`src/rtl/accum_pkg.sv`:
```
// Shared definitions for the serial accumulator: FSM state encodings and the
// width of the carry-count extension.
package accum_pkg;

  localparam logic [0:0] StAccum = 1'b0;
  localparam logic [0:0] StDone  = 1'b1;

  // Carry-count width: wide enough that COUNT*(2^SIZE-1) never wraps acc_hi.
  function automatic int unsigned hw_width(input int unsigned count);
    return $clog2(count + 1);
  endfunction

endpackage

```
`src/rtl/serial_accumulator_if.sv`:
```
// Operand-in / result-out handshake bundle for the serial accumulator.
interface serial_accumulator_if
  import accum_pkg::*;
#(
  parameter int unsigned SIZE  = 4,
  parameter int unsigned COUNT = 4
);

  localparam int unsigned HW = hw_width(COUNT);

  logic                in_valid;
  logic                in_ready;
  logic [SIZE-1:0]     in_data;
  logic                out_valid;
  logic                out_ready;
  logic [SIZE+HW-1:0]  out_sum;

  modport master (
    output in_valid, in_data, out_ready,
    input  in_ready, out_valid, out_sum
  );

  modport slave (
    input  in_valid, in_data, out_ready,
    output in_ready, out_valid, out_sum
  );

endinterface

```
`src/rtl/ripplecarrryadder.sv`:
```
// Parameterised ripple-carry adder: sum = a + b + cin, carry-out on cout.
module ripplecarrryadder #(
  parameter int unsigned SIZE = 4
) (
  input  logic [SIZE-1:0] a,
  input  logic [SIZE-1:0] b,
  input  logic            cin,
  output logic [SIZE-1:0] sum,
  output logic            cout
);

  logic [SIZE:0] carry;

  assign carry[0] = cin;

  for (genvar i = 0; i < SIZE; i++) begin : g_bit
    assign sum[i]       = a[i] ^ b[i] ^ carry[i];
    assign carry[i+1]   = (a[i] & b[i]) | (carry[i] & (a[i] ^ b[i]));
  end

  assign cout = carry[SIZE];

endmodule

```
`src/rtl/serial_accumulator.sv`:
```
// Sums COUNT unsigned operands per frame; adder carries are tallied into acc_hi
// so the {acc_hi, acc_lo} result is exact.
module serial_accumulator
  import accum_pkg::*;
#(
  parameter int unsigned SIZE  = 4,
  parameter int unsigned COUNT = 4
) (
  input logic                  clk,
  input logic                  rst_n,
  input logic                  clear,
  serial_accumulator_if.slave  bus
);

  localparam int unsigned HW = hw_width(COUNT);
  localparam int unsigned IW = $clog2(COUNT);

  logic [0:0]      state_q, state_d;
  logic [SIZE-1:0] acc_lo_q, acc_lo_d;
  logic [HW-1:0]   acc_hi_q, acc_hi_d;
  logic [IW-1:0]   idx_q, idx_d;

  logic [SIZE-1:0] add_sum;
  logic            add_cout;

  ripplecarrryadder #(
    .SIZE (SIZE)
  ) u_adder (
    .a    (acc_lo_q),
    .b    (bus.in_data),
    .cin  (1'b0),
    .sum  (add_sum),
    .cout (add_cout)
  );

  always_comb begin
    state_d  = state_q;
    acc_lo_d = acc_lo_q;
    acc_hi_d = acc_hi_q;
    idx_d    = idx_q;
    // clear wins over any simultaneous handshake, which is simply dropped
    if (clear) begin
      state_d  = StAccum;
      acc_lo_d = '0;
      acc_hi_d = '0;
      idx_d    = '0;
    end else begin
      unique case (state_q)
        StAccum: begin
          if (bus.in_valid) begin
            acc_lo_d = add_sum;
            if (add_cout) acc_hi_d = acc_hi_q + {{(HW-1){1'b0}}, 1'b1};
            idx_d = idx_q + {{(IW-1){1'b0}}, 1'b1};
            if (idx_q == IW'(COUNT - 1)) state_d = StDone;
          end
        end
        StDone: begin
          if (bus.out_ready) begin
            state_d  = StAccum;
            acc_lo_d = '0;
            acc_hi_d = '0;
            idx_d    = '0;
          end
        end
        default: state_d = StAccum;
      endcase
    end
  end

  always_ff @(posedge clk or negedge rst_n) begin
    if (!rst_n) begin
      state_q  <= StAccum;
      acc_lo_q <= '0;
      acc_hi_q <= '0;
      idx_q    <= '0;
    end else begin
      state_q  <= state_d;
      acc_lo_q <= acc_lo_d;
      acc_hi_q <= acc_hi_d;
      idx_q    <= idx_d;
    end
  end

  // Handshake flags decode from state alone; the sum comes straight from registers.
  assign bus.in_ready  = (state_q == StAccum);
  assign bus.out_valid = (state_q == StDone);
  assign bus.out_sum   = {acc_hi_q, acc_lo_q};

endmodule

```
`src/flat_wrapper.sv`:
```
// flat-port wrapper written by rule: the top's interface ports become plain ports
module serial_accumulator_flat import accum_pkg::*;
#(
  parameter int unsigned SIZE  = 4,
  parameter int unsigned COUNT = 4
)
  (clk, rst_n, clear, bus_in_valid, bus_in_data, bus_out_ready, bus_in_ready, bus_out_valid, bus_out_sum);
  serial_accumulator_if #(.SIZE(SIZE), .COUNT(COUNT)) bus_i ();
  input logic clk;
  input logic rst_n;
  input logic clear;
  input wire logic [$bits(bus_i.in_valid)-1:0] bus_in_valid;
  input wire logic [$bits(bus_i.in_data)-1:0] bus_in_data;
  input wire logic [$bits(bus_i.out_ready)-1:0] bus_out_ready;
  output wire logic [$bits(bus_i.in_ready)-1:0] bus_in_ready;
  output wire logic [$bits(bus_i.out_valid)-1:0] bus_out_valid;
  output wire logic [$bits(bus_i.out_sum)-1:0] bus_out_sum;
  assign bus_i.in_valid = bus_in_valid;
  assign bus_i.in_data = bus_in_data;
  assign bus_i.out_ready = bus_out_ready;
  assign bus_in_ready = bus_i.in_ready;
  assign bus_out_valid = bus_i.out_valid;
  assign bus_out_sum = bus_i.out_sum;
  serial_accumulator #(.SIZE(SIZE), .COUNT(COUNT)) u_core (.clk(clk), .rst_n(rst_n), .clear(clear), .bus(bus_i));
endmodule
```
`config.mk`:
```
export PLATFORM = sky130hd
export DESIGN_NAME = serial_accumulator_flat
export DESIGN_NICKNAME = d
export VERILOG_FILES = /design/src/rtl/accum_pkg.sv /design/src/rtl/serial_accumulator_if.sv /design/src/rtl/ripplecarrryadder.sv /design/src/rtl/serial_accumulator.sv /design/src/flat_wrapper.sv
export SDC_FILE = /design/constraint.sdc
export NUM_CORES = 1
export LEC_CHECK = 0
export CAP_MARGIN = 15
export CORE_AREA = 2 2 39 41
export CTS_CLUSTER_DIAMETER = 60
export DETAILED_ROUTE_END_ITERATION = 8
export DIE_AREA = 0 0 41 43
export DONT_BUFFER_PORTS = 1
export GPL_TIMING_DRIVEN = 0
export PLACE_DENSITY = 0.66
export SETUP_SLACK_MARGIN = 0.2
export SLEW_MARGIN = 40
export SYNTH_ARGS = -nofsm -noshare
export SYNTH_HDL_FRONTEND = slang
export SYNTH_HIERARCHICAL = 1
export SYNTH_SLANG_ARGS = --single-unit
```
`constraint.sdc`:
```
create_clock -name clk -period 4.14 [get_ports clk]
set_input_delay 0.207 -clock clk [delete_from_list [all_inputs] [get_ports clk]]
set_output_delay 0.207 -clock clk [all_outputs]
set_load 0.02 [all_outputs]
```
## After elaboration in Yosys (flattened, before gate mapping)

Index checks and enable logic that the tools add are counted.

- Output and inout bits: 9
- Logic and storage cells: 48
- Bits in registers: 10
- Input bits: 9

- Equal/unequal tests: 4
- Reduce and logical (&&, ||, !) cells: 2
- Muxes and demuxes: 18
- Bitwise logic cells: 18
- Add/sub/neg operators: 2

Operators by type and width:

| cell | count |
|---|---|
| 3-bit 2-to-1 mux | 4 |
| 4-bit 2-to-1 mux | 3 |
| 4-bit one-hot mux with 2 select lines | 1 |
| 1-bit AND | 7 |
| 1-bit XOR | 7 |
| 2-bit 2-to-1 mux | 3 |
| 3-bit inequality test, second input constant | 2 |
| 3-bit one-hot mux with 2 select lines | 1 |
| 1-bit 2-to-1 mux | 4 |
| 2-bit one-hot mux with 2 select lines | 1 |
| 3-bit by 1-bit adder with 3-bit output, second input constant | 1 |
| 3-bit by 2-bit inequality test with 1-bit output, second input constant | 1 |
| 1-bit OR | 3 |
| 3-bit AND reduction | 1 |
| 2-bit by 1-bit adder with 2-bit output, second input constant | 1 |
| 2-bit == test, second input constant | 1 |
| 1-bit one-hot mux with 2 select lines | 1 |
| 2-bit AND reduction | 1 |
| 1-bit inverter | 1 |

## Longest topological paths before layout

Gate-level depths: netlist of run 1.

- Word-level depth: 11
- Mapped depth: 11
- Depth with buffers taken out: 11

## Modules after synthesis

Netlist of run 1, hierarchy kept.

Modules (own cells, without submodules):

| module | cells each | seq. area each (µm²) | area an instance (µm²) | times used |
|---|---|---|---|---|
| serial_accumulator | 47 | 250.2 | 478.0 | 1 |
| ripplecarrryadder | 14 | 0.0 | 117.6 | 1 |

## Least setup slack after synthesis of run 1

Ideal clock, no wire load.

- Path kind: register to register
- From: reg u_core.acc_lo_q[0]
- To: reg u_core.acc_hi_q[0]
- Stages on the path, launching flop included: 12
- Period minus slack after synthesis: 2.341 ns
- Required time: 4.058 ns
- Setup time: 0.082 ns
- Slack: 1.799 ns
- Buffers on the path: 0
- Data arrival time: 2.259 ns
- Path through: dfrtp_1 > fa_1 > inv_1 > fa_1 > inv_1 > fa_1 > inv_1 > fa_1 > inv_1 > nand2_1 > or3_1 > a31oi_1

- Cells in the longest elaborated chain, start to end: 9

Ends and longest elaborated chain:

| element | line | source |
|---|---|---|
| from (decl) | serial_accumulator.sv:19 | `logic [SIZE-1:0] acc_lo_q, acc_lo_d;` |
| from (signal assigned) | serial_accumulator.sv:78 | `acc_lo_q <= acc_lo_d;` |
| 1-bit AND (2 in series) | ripplecarrryadder.sv:18 | `assign carry[i+1] = (a[i] & b[i]) \| (carry[i] & (a[i] ^ b[i]));` |
| 1-bit OR | ripplecarrryadder.sv:18 |  |
| 1-bit AND | ripplecarrryadder.sv:18 |  |
| 1-bit OR | ripplecarrryadder.sv:18 |  |
| 1-bit AND | ripplecarrryadder.sv:18 |  |
| 1-bit OR | ripplecarrryadder.sv:18 |  |
| net u_core.add_cout | serial_accumulator.sv:24 | `logic add_cout;` |
| 3-bit by 2-bit inequality test with 1-bit output (no line) | n/a |  |
| 3-bit AND reduction (no line) | n/a |  |
| to (signal assigned) | serial_accumulator.sv:79 | `acc_hi_q <= acc_hi_d;` |
| to (decl) | serial_accumulator.sv:20 | `logic [HW-1:0] acc_hi_q, acc_hi_d;` |

The timed path passes the listed nets, and every way through them passes these cells.
A chain may end at the register's enable or synchronous reset.

## Worst setup path in the final report of run 1

Same ends and word-level chain as after synthesis.

==> impl_results.md, run 1 <==
- Outcome: complete, no violations
- # setup viols final: 0
- Yosys warning count: 6
- Min cycle time layout: 2510 ps
- Clock Skew: 2.60 ps
- CP Class: register to register
- CP max stage delay: 500 ps
- Max_cap viols: 0
- Final ANT Viol Nets: 0
- Placeable core area: 0.00138 sq mm
- Max-slew violation count: 0
- Layout area overhead: 11.1%
- Grt ovf: 0
- Peak supply drop: 0.201 mV
- PnR Total Power: 0.250 mW
- Crit path DAT: 2700 ps
- Hpwl dp: 825 um
- Critical Path End Type: register
- RePlAce Congestion: 0.719
- CTS buffer count: 3
- Mapped Area: 596 sq um
- Layout Nets: 82
- Clock latency on the worst-skew pair: 270 ps
- RSZ-0062 raised after global routing: no
- LEAKAGE: 0.317 nW
- Gr usage total: 15.5%
- Max Freq: 399 MHz
- Synthesized flop and latch total: 10
- Post-CTS Hold Fix Bufs: 1
- Post-Syn Area per Cell: 9.76 sq um
- Port buffer count: 0
- First-pass GRT wire length: 1.72 mm
- Vias: 421
- Initial antenna violation count: 0
- Min-Delay Path Class: primary input to register
- Num rows: 14
- Clock root cell: clkbuf_4
- First DRT Iteration DRCs: 9
- Largest net degree at the start of global routing: 11
- Setup TNS Final: 0 ps
- Vias in the first global route: 401
- Die area: 0.00176 sq mm
- Post-Syn Nets: 76
- Post-Route WL: 1.07 mm
- Crit-path slowest cell: dfrtp_1
- PD cells: 377 mW/mm^2
- Residual DRC count: 0
- Die height: 43 um
- Number of inserted diodes: 0
- Die X: 41 um
- CTS tree: built
- Cell count after synthesis: 61
- H-tree depth: 1
- Post-CTS Resized: 0
- Clock sink count: 10
- DRT Pass-1 Iters: 4
- Startpoint Class: register
- Final hold vios: 0
- Yosys cell types: 21
- Worst path cell trace: fa_1 -> inv_1 -> fa_1 -> inv_1 -> fa_1 -> inv_1 -> fa_1 -> inv_1 -> nand2_1 -> or3_1 -> a31oi_1
- WP buf/inv: 4
- Via density: 5.13
- Top Ports: 18
- Crit-path max FO: 3
- Family with the most delay on the worst path: adder cells
- Post-synthesis sequential area ratio: 42.0%
- Wirelength per Cell: 13.0 um
- Fillers: 146
- CP required: 4330 ps
- Layout cells sized above 1: 7.58%
- Starting Density: 43.0%
- Clk buf depth: 2
- Post-CTS Setup Inserts: 0
- Final period util: 60.5%
- Clock transition at path regs: 70 ps
[cell usage after synthesis]
cell / n / area [sq um]
mux2i_1: 2 / 20.0
a31oi_1: 2 / 12.5
a221oi_1: 1 / 8.76
and2b_1: 1 / 7.51
a21oi_1: 1 / 5.00
mux2_2: 1 / 11.3
a22oi_1: 5 / 37.5
or3_1: 1 / 6.26
ha_1: 2 / 25.0
nand3_1: 3 / 15.0
conb_1: 1 / 3.75
inv_1: 11 / 41.3
fa_1: 4 / 80.1
nor2_1: 7 / 26.3
nand4_1: 1 / 6.26
nand2b_1: 1 / 6.26
nor2b_1: 1 / 6.26
nand2_1: 4 / 15.0
buf_1: 1 / 3.75
o21a_1: 1 / 7.51
dfrtp_1: 10 / 250
[cell usage in the layout (no fill, tap or decap), types with 2 or more instances in the layout]
cell and count:
a22oi_1 5, fa_1 4, a31oi_1 2, ha_1 2
nand2_1 4, clkbuf_4 3, nor2_1 7, mux2i_1 2
dfrtp_1 10, nand3_1 3, inv_1 11
[cells by family after synthesis]
| group | Yosys count | synth area share (%) |
|---|---|---|
| buf+inv | 12 | 7.56 |
| mux | 3 | 5.25 |
| compound gates | 10 | 12.0 |
| simple gates | 19 | 14.9 |
| other cells | 1 | 0.630 |
| flops | 10 | 42.0 |
| fa+ha+maj | 6 | 17.6 |
[final cells by class]
type / count / area, sq um / share of cell area, %
Sequential cell: 10 / 250 / 37.8
Inverter: 11 / 41.3 / 6.24
Clock buffer: 4 / 36.3 / 5.48
Multi-Input combinational cell: 39 / 300 / 45.4
Tap cell: 16 / 20.0 / 3.02
Buffer: 1 / 3.75 / 0.567
Timing Repair Buffer: 1 / 10.0 / 1.51
[per-layer routing]
layer / GRT usage [%] / wire, um / up-vias
met5: 0 / 0 / -
met4: 12.0 / 42 / 0
met3: 5.76 / 53 / 4
met2: 21.3 / 518 / 14
met1: 18.6 / 452 / 193
li1: - / - / 210
[power breakdown]
group	switching [mW]	internal [mW]	leakage, nW
registers	0.0153	0.105	0.135
logic	0.0226	0.0186	0.161
clock network	0.0351	0.0534	0.0210
total	0.0730	0.177	0.317
[sequential cells by signal (all words and copies together) (netlist names)]
name,flops
u_core/acc_hi_q,3
u_core/idx_q,2
u_core/acc_lo_q,4
u_core/bus.out_valid,1
[per-stage QoR]
stage                     hold WS [ps]  cell area (sq um)  setup WS (ps)  utilization (%)  std cells
after global placement           -88.3                616           1650             44.5         77
after CTS                          142                662           1590             47.8         82
after floorplan                  -88.6                596           1800                -         61
after global routing               141                662           1430             47.8         82
final                              137                662           1630             47.8         82
after detailed placement         -88.3                616           1620             44.5         77
[worst paths after layout]
check,from,endpoint,slack (ps),depth (start not counted)
max,u_core/acc_lo_q[0],u_core/acc_hi_q[0],1630,11
min,bus_out_ready,u_core/acc_hi_q[2],140,2
max reg2reg,u_core/acc_lo_q[0],u_core/acc_hi_q[0],1630,11
min reg2reg,u_core/idx_q[1],u_core/idx_q[1],530,2
max in group asynchronous,rst_n,u_core/acc_lo_q[0],3520,1
min in group asynchronous,rst_n,u_core/acc_hi_q[2],320,1
Note: power is estimated with default switching activity, not from simulation.
==> run 2, diff against run 1 <==
Settings changed: PLACE_DENSITY 0.66 to 0.69.
Clock period 4.14 ns to 2.3 ns, I/O delays scaled along.
==> impl_results.md, run 2 (synthesis results as in run 1) <==
- Biggest register: u_core/acc_lo_q
- Slew @ Worst Pin: 494 ps
- DRT Pass-1 Iters: 4
- DP Worst Slack: -61.9 ps
- Gr usage total: 15.5%
- Most common cell after layout, fill and taps aside: dfrtp_1
- Starting Density: 43.0%
- Layout cells sized above 1: 34.3%
- Outcome: complete, no violations
- Residual DRC count: 0
- Hold endpoint: u_core/acc_hi_q[1]
- First-pass GRT wire length: 1.86 mm
- Worst path cell trace: fa_2 -> inv_2 -> fa_2 -> inv_2 -> fa_2 -> inv_2 -> fa_2 -> inv_2 -> nand2_2 -> or3_1 -> a31oi_1
- R2r startpoint: u_core/acc_lo_q[0]
- Clock Skew: 0.435 ps
- Die X: 41 um
- Worst hold start: bus_in_valid
- Clock sink count: 10
- Max Freq: 436 MHz
- Layout Utilization: 51.2%
- Worst R2R Setup Slack: 6 ps
- Clock latency on the worst-skew pair: 260 ps
- Number of inserted diodes: 0
- Fin area: 708 sq um
- Max-slew violation count: 0
- Critical Path End Type: register
- Dpl cells: 77
- CTS tree: built
- WP buf/inv: 4
- RR Endpoint: u_core/acc_hi_q[0]
- First DRT Iteration DRCs: 9
- CP Class: register to register
- Crit-path max FO: 3
- Initial antenna violation count: 0
- Port buffer count: 0
- RePlAce Congestion: 0.705
- Crit-path slowest cell: dfrtp_2
- Relative slew slack: 66.1%
- H-tree depth: 1
- Largest net degree at the start of global routing: 11
- Num rows: 14
- Peak supply drop: 0.279 mV
- Layout area overhead: 18.9%
- Post-Route WL: 1.14 mm
- Via density: 5.17
- Final hold slack: 54.5 ps
- Hpwl dp: 808 um
- Grt ovf: 0
- Largest register FFs: 4
- Min cycle time layout: 2290 ps
- Top Ports: 18
- Placeable core area: 0.00138 sq mm
- FF-to-FF path depth: 11
- Layout Nets: 83
- # setup viols final: 0
- Slack of the critical path: 6.28 ps
- Final hold vios: 0
- Top Registers: u_core/acc_lo_q (4), u_core/acc_hi_q (3), u_core/idx_q (2)
- Max_cap viols: 0
- Family with the most delay on the worst path: adder cells
- Commonest non-fill, non-tap cells in the layout: dfrtp_1, nor2_1, inv_2
- Vias in the first global route: 434
- LEAKAGE: 0.310 nW
- Fin cells: 83
- Clock transition at path regs: 60 ps
- Clk buf depth: 2
- Vias: 429
- Die area: 0.00176 sq mm
- PD cells: 625 mW/mm^2
- CP max stage delay: 440 ps
- Final ANT Viol Nets: 0
- CP required: 2480 ps
- CTS buffer count: 3
- Crit path DAT: 2480 ps
- Fillers: 134
- RSZ-0062 raised after global routing: yes
- Dpl cell area: 626 sq um
- Wirelength per Cell: 13.7 um
- Min-Delay Path Class: primary input to register
- Clock root cell: clkbuf_4
- Setup TNS Final: 0 ps
- Die height: 43 um
- PnR Total Power: 0.443 mW
- Final period util: 99.7%
- Startpoint Class: register
- Min-Delay Path Depth: 2
-- run 2: changes by cell type in the layout (fill, tap and decap cells not counted), sizes merged --
cell / change
buf: +1
-- run 2: worst register-to-register path, delay by kind of cell, from the launching register on --
kind	cells	cell delay, ps
buffers and inverters	4	230
and+or+nand+nor	2	370
AOI/OAI and AO/OA	1	140
DFF	1	440
adders and majority gates	4	1040
-- run 2: what timing repair did --
item | in CTS | in global routing
gates resized for setup | 7 | 7
setup endpoints to repair | 5 | 5
hold buffers | 1 | 0
gates cloned | 0 | 0
pin swaps | 1 | 5
setup buffers | 1 | 0
endpoints found under the hold margin | 10 | 0
-- run 2: cell type report --
| type | instances | area (sq um) | area share [%] |
|---|---|---|---|
| Timing Repair Buffer | 2 | 21.3 | 3.00 |
| Clock buffer | 4 | 26.3 | 3.71 |
| Multi-Input combinational cell | 39 | 343 | 48.4 |
| Inverter | 11 | 41.3 | 5.83 |
| Sequential cell | 10 | 253 | 35.7 |
| Tap cell | 16 | 20.0 | 2.83 |
| Buffer | 1 | 3.75 | 0.530 |
-- run 2: layer usage --
metal  GRT usage, %  vias up  routed length, um
li1               -      213                  -
met1           21.6      202                487
met2           21.3       10                590
met3           2.62        4                 39
met4           10.0        0                 25
met5              0        -                  0
-- run 2: power by group --
group          leakage, nW  switching, mW  internal, mW
Clock               0.0150         0.0598        0.0671
Sequential           0.132         0.0295         0.189
Combinational        0.163         0.0490        0.0477
-- run 2: how the worst max path moves through the flow --
stage | startpoint | endpoint | cells after the start
after floorplan | u_core/acc_lo_q[1] | u_core/acc_hi_q[0] | 10
after global placement | u_core/acc_lo_q[0] | u_core/acc_hi_q[2] | 11
after detailed placement | u_core/acc_lo_q[0] | u_core/acc_hi_q[2] | 11
after CTS | u_core/acc_lo_q[0] | u_core/acc_hi_q[2] | 11
after global routing | u_core/acc_lo_q[0] | u_core/acc_hi_q[0] | 11
final | u_core/acc_lo_q[0] | u_core/acc_hi_q[0] | 11
